$ cat src/rtl/elevator_sched.sv
// ============================================================================
// Module   : elevator_sched
// Brief    : LOOK-policy request scheduler and motion/door sequencer for an
//            elevator car, with door-time occupancy tracking.
// Revision : 1.0 - initial release
// ============================================================================
`default_nettype none

module elevator_sched #(
    parameter int NUM_FLOORS = 8,
    parameter int MOVE_TICKS = 2,
    parameter int DOOR_TICKS = 4,
    parameter int MAX_PEOPLE = 7
) (
    input  logic                          clk,
    input  logic                          rst_n,
    input  logic                          tick,
    input  logic [NUM_FLOORS-1:0]         req,
    input  logic                          close,
    input  logic                          add,
    input  logic                          rem,
    output logic [$clog2(NUM_FLOORS)-1:0] floor,
    output logic                          dir,
    output logic                          moving,
    output logic                          door_open,
    output logic [NUM_FLOORS-1:0]         pending,
    output logic [$clog2(MAX_PEOPLE+1)-1:0] people,
    output logic                          full
);

    localparam int c_FW        = $clog2(NUM_FLOORS);
    localparam int c_PW        = $clog2(MAX_PEOPLE + 1);
    localparam int c_TIMER_MAX = (MOVE_TICKS > DOOR_TICKS) ? MOVE_TICKS : DOOR_TICKS;
    localparam int c_TW        = $clog2(c_TIMER_MAX + 1);

    localparam logic [1:0] c_S_EVAL = 2'd0;
    localparam logic [1:0] c_S_MOVE = 2'd1;
    localparam logic [1:0] c_S_DOOR = 2'd2;

    logic [1:0]            r_state,   w_state_nxt;
    logic [c_FW-1:0]       r_floor,   w_floor_nxt;
    logic                  r_dir,     w_dir_nxt;
    logic [c_TW-1:0]       r_timer,   w_timer_nxt;
    logic [NUM_FLOORS-1:0] r_pending, w_pending_nxt;
    logic [c_PW-1:0]       r_people,  w_people_nxt;
    logic [NUM_FLOORS-1:0] w_clr;
    logic                  w_above, w_below, w_full;

    always_ff @(posedge clk or negedge rst_n) begin
        if (!rst_n) begin
            r_state   <= c_S_EVAL;
            r_floor   <= '0;
            r_dir     <= 1'b1;
            r_timer   <= '0;
            r_pending <= '0;
            r_people  <= '0;
        end else begin
            r_state   <= w_state_nxt;
            r_floor   <= w_floor_nxt;
            r_dir     <= w_dir_nxt;
            r_timer   <= w_timer_nxt;
            r_pending <= w_pending_nxt;
            r_people  <= w_people_nxt;
        end
    end

    assign w_full = (r_people == c_PW'(MAX_PEOPLE));

    always_comb begin
        w_state_nxt  = r_state;
        w_floor_nxt  = r_floor;
        w_dir_nxt    = r_dir;
        w_timer_nxt  = r_timer;
        w_people_nxt = r_people;
        w_above      = 1'b0;
        w_below      = 1'b0;

        for (int i = 0; i < NUM_FLOORS; i++) begin
            if (r_pending[i] && (i > int'(r_floor))) w_above = 1'b1;
            if (r_pending[i] && (i < int'(r_floor))) w_below = 1'b1;
        end

        // A request for the floor whose door is open is served on the spot
        w_clr         = (r_state == c_S_DOOR) ? (NUM_FLOORS'(1) << r_floor) : '0;
        w_pending_nxt = (r_pending | req) & ~w_clr;

        case (r_state)
            c_S_EVAL: begin
                if (r_pending[r_floor]) begin
                    w_state_nxt = c_S_DOOR;
                    w_timer_nxt = c_TW'(DOOR_TICKS);
                end else if ((r_dir && w_above) || (!r_dir && w_below)) begin
                    w_state_nxt = c_S_MOVE;
                    w_timer_nxt = c_TW'(MOVE_TICKS);
                end else if (w_above || w_below) begin
                    w_dir_nxt   = w_above;
                    w_state_nxt = c_S_MOVE;
                    w_timer_nxt = c_TW'(MOVE_TICKS);
                end
            end
            c_S_MOVE: begin
                if (tick) begin
                    w_timer_nxt = r_timer - c_TW'(1);
                    if (r_timer == c_TW'(1)) begin
                        w_floor_nxt = r_dir ? (r_floor + c_FW'(1)) : (r_floor - c_FW'(1));
                        w_state_nxt = c_S_EVAL;
                    end
                end
            end
            c_S_DOOR: begin
                if (add && !rem && !w_full)
                    w_people_nxt = r_people + c_PW'(1);
                else if (rem && !add && (r_people != '0))
                    w_people_nxt = r_people - c_PW'(1);
                // Close takes precedence so a same-cycle tick is not consumed
                if (close) begin
                    w_state_nxt = c_S_EVAL;
                end else if (tick) begin
                    w_timer_nxt = r_timer - c_TW'(1);
                    if (r_timer == c_TW'(1)) w_state_nxt = c_S_EVAL;
                end
            end
            default: w_state_nxt = c_S_EVAL;
        endcase
    end

    assign floor     = r_floor;
    assign dir       = r_dir;
    assign moving    = (r_state == c_S_MOVE);
    assign door_open = (r_state == c_S_DOOR);
    assign pending   = r_pending;
    assign people    = r_people;
    assign full      = w_full;

endmodule

`default_nettype wire

$ cat config.mk
export PLATFORM = sky130hd
export DESIGN_NAME = elevator_sched
export DESIGN_NICKNAME = d
export VERILOG_FILES = /design/src/rtl/elevator_sched.sv
export SDC_FILE = /design/constraint.sdc
export NUM_CORES = 1
export LEC_CHECK = 0
export ABC_CLOCK_PERIOD_IN_PS = 2700
export CAP_MARGIN = 25
export CORE_MARGIN = 2
export CORE_UTILIZATION = 35
export DETAILED_ROUTE_END_ITERATION = 10
export GPL_TIMING_DRIVEN = 0
export PLACE_DENSITY_LB_ADDON = 0.08
export SYNTH_ARGS = -nofsm -noshare
export SYNTH_HDL_FRONTEND = slang
export SYNTH_SLANG_ARGS = --single-unit
$ cat constraint.sdc
create_clock -name clk -period 2.7 [get_ports clk]
set_input_delay 0.405 -clock clk [delete_from_list [all_inputs] [get_ports clk]]
set_output_delay 0.405 -clock clk [all_outputs]
set_load 0.01 [all_outputs]
==> results.json <==
{
  "status": "completed",
  "clk_pin_slew_worst_paths_ps": 80,
  "synth-simple-area-share": 0.126,
  "synth_top_family_by_area": "compound AO/OA/AOI/OAI gates",
  "hpwl_um": 2430,
  "critical_path.max_fanout": 7,
  "drt.antenna.violating_nets": 0,
  "clock_latency_ps": 260,
  "die_x_um": 66.2,
  "fin_crit_sh": 0.853,
  "io_pins": 32,
  "finalClockSkew_ps": 2.50,
  "p_per_area_nw_per_um2": 996,
  "postLayoutCellArea_sq_um": 1810,
  "synth-seq-cells": 20,
  "cts_hold_buf": 0,
  "vdd_drop_max_v": 0.000438,
  "mostFrequentLayoutCells": "clkdlybuf4s50_1, dfrtp_1, nor2_1",
  "cp.depth": 7,
  "die_h_um": 66.2,
  "diodes": 0,
  "cts_num_sinks": 20,
  "path_class": "register to register",
  "drtIter0Drc": 74,
  "wl_per_cell_um": 14.5,
  "initial_core_util": 0.367,
  "grt_pass1_wl_um": 5420,
  "max_slew_margin": 0.685,
  "yosys_most_used_dff": "dfrtp_1",
  "via_per_inst": 5.17,
  "gp_congestion": 0.911,
  "gr-total-overflow": 0,
  "pwr-share-comb": 0.550,
  "tightest_slew_ps": 472,
  "r2r.worst_path.cells": 7,
  "maxCapViolations": 0,
  "ys_seq_area_frac": 0.371,
  "period_needed_ps": 2300,
  "muxShareOfSynthArea": 0.0712,
  "grt_pass1_vias": 1160,
  "placementRows": 22,
  "placed_cell_area_sq_um": 1720,
  "clock_path_buffers": 2,
  "cts_tree": "yes",
  "postSynthAreaPerCell_sq_um": 9.95,
  "ctsHtreeMaxLevel": 1,
  "min_path_type": "primary input to asynchronous set/reset pin",
  "p_leak_uw": 0.000743,
  "io_buffers": 31,
  "drc": 0,
  "finalHoldViolCount": 0,
  "path_cells": "buf_6 -> mux4_1 -> mux2i_4 -> nand2_4 -> nor3_4 -> and2_2 -> o32ai_1",
  "fp.dieArea_sq_um": 4380,
  "synth-edff-count": 0,
  "synthCells": 136,
  "slew_viol_final": 0,
  "layout.nets": 201,
  "ys_types": 41,
  "crit_family": "multiplexers",
  "cts_setup_buffers": 0,
  "p_switching_uw": 735,
  "cts_made_buffers": 3,
  "synthAdderAreaFrac": 0.142,
  "rsz0062_at_grt": "false",
  "core-area_sq_um": 3690,
  "crit_path_top_delay_cell": "mux4_1",
  "cp.arrival_ps": 2440,
  "rr_endpoint": "r_state[0]",
  "fmax_mhz": 434,
  "final_common_cell": "clkdlybuf4s50_1",
  "critPathMaxStageDelay_ps": 610,
  "cts_root_buf": "clkbuf_8",
  "synth_xor_area_frac": 0.0323,
  "drive_gt1_frac": 0.0872,
  "power_frac_clock": 0.169,
  "cts-resized-gates": 0,
  "critical_path_required_ps": 2840,
  "netlist_area_sq_um": 1350,
  "syn_nets": 164,
  "gr-usage-all-layers": 0.163,
  "antenna_found_initial": 0,
  "drt_wl_total_um": 3200,
  "via_count": 1137,
  "syn2layout_area_growth_pct": 33.7,
  "grt_max_degree": 21,
  "p_sw_frac": 0.408,
  "endpoint": "r_state[0]",
  "async_flop_share": 1.00,
  "r2r_start": "floor[0]",
  "rrSetupSlack_ps": 400,
  "path_buf_inv": 1,
  "crit_path_start_kind": "register",
  "end_kind": "register",
  "yosysWarnings": 0,
  "synth_compound_area_frac": 0.202,
  "drtPass1Iterations": 4,
  "seqPwrFrac": 0.281,
  "startpoint": "floor[0]",
  "finalSetupViolCount": 0,
  "p_int_uw": 1070,
  "tns_ps": 0
}
==> cell usage after synthesis, types with 2 or more instances <==
cell	number	area (sq um)
dfrtp_1	19	475
nor2b_1	3	18.8
xor2_1	2	17.5
xnor2_1	3	26.3
o21ai_0	9	45.0
a21oi_1	13	65.1
ha_1	13	163
nand2_1	5	18.8
nor3_1	2	10.0
nor2_1	14	52.6
o32ai_1	2	17.5
o211ai_1	2	15.0
a21boi_0	2	15.0
buf_6	2	22.5
a31oi_1	4	25.0
o31ai_1	2	15.0
mux4_1	2	52.6
o22ai_1	2	12.5
inv_1	13	48.8
==> cell families after synthesis <==
| family | Yosys count |
|---|---|
| xor+xnor | 5 |
| fa+ha+maj | 15 |
| simple gates | 32 |
| compound gates | 43 |
| buf+inv | 16 |
| flops | 20 |
| mux | 5 |
==> sequential cells by signal, indices dropped and copies added (netlist names) <==
| signal | flops |
|---|---|
| dir | 1 |
| floor | 3 |
| pending | 8 |
| people | 3 |
| r_state | 2 |
| r_timer | 3 |
==> worst reg2reg max path, delay by kind of cell (launching register included) <==
kind	cells	cell delay, ps
muxes	2	890
and+or+nand+nor	3	610
DFF	1	430
buffers and inverters	1	160
AOI/OAI and AO/OA	1	90
==> layer usage <==
metal,wire length [um],GRT usage,vias to the layer above
li1,-,-,557
met1,1400,0.203,547
met2,1610,0.279,27
met3,125,0.0187,6
met4,61,0.0765,0
met5,0,0,-
==> through the flow <==
stage | power, uW | setup WS (ps) | std cells | hold slack (ps) | utilization
finish | 1800 | 397 | 220 | 311 | 0.491
global route | 1950 | 184 | 220 | 304 | 0.491
CTS | 1810 | 381 | 219 | 528 | 0.487
detailed placement | 1500 | 393 | 215 | 515 | 0.467
global placement | 1460 | 430 | 215 | 508 | 0.467
floorplan | 1150 | 599 | 136 | 109 | -
==> power by group through the flow <==
stage	Clock [uW]	Sequential, uW	Combinational (uW)
2_1_floorplan	0	512	638
5_1_grt	323	527	1100
6_report	306	507	991
3_3_place_gp	0	507	952
3_5_place_dp	0	516	981
4_1_cts	314	509	988
==> worst min-delay path by stage <==
stage / startpoint / to / slack, ps
2_1_floorplan: rst_n / floor[0] / 110
3_3_place_gp: people[2] / people[2] / 510
3_5_place_dp: people[2] / people[2] / 520
4_1_cts: people[2] / people[2] / 530
5_1_grt: rst_n / pending[0] / 300
6_report: rst_n / pending[0] / 310
==> final cells by class <==
type,instances,area (sq um)
buffer,3,26.3
clock buffer,3,41.3
clock inverter,1,30.0
fill,362,1880
inverter,13,48.8
multi-input combinational,100,777
sequential,20,502
tap,48,60.1
timing repair buffer,32,325
Note: power is estimated with default switching activity, not from simulation.
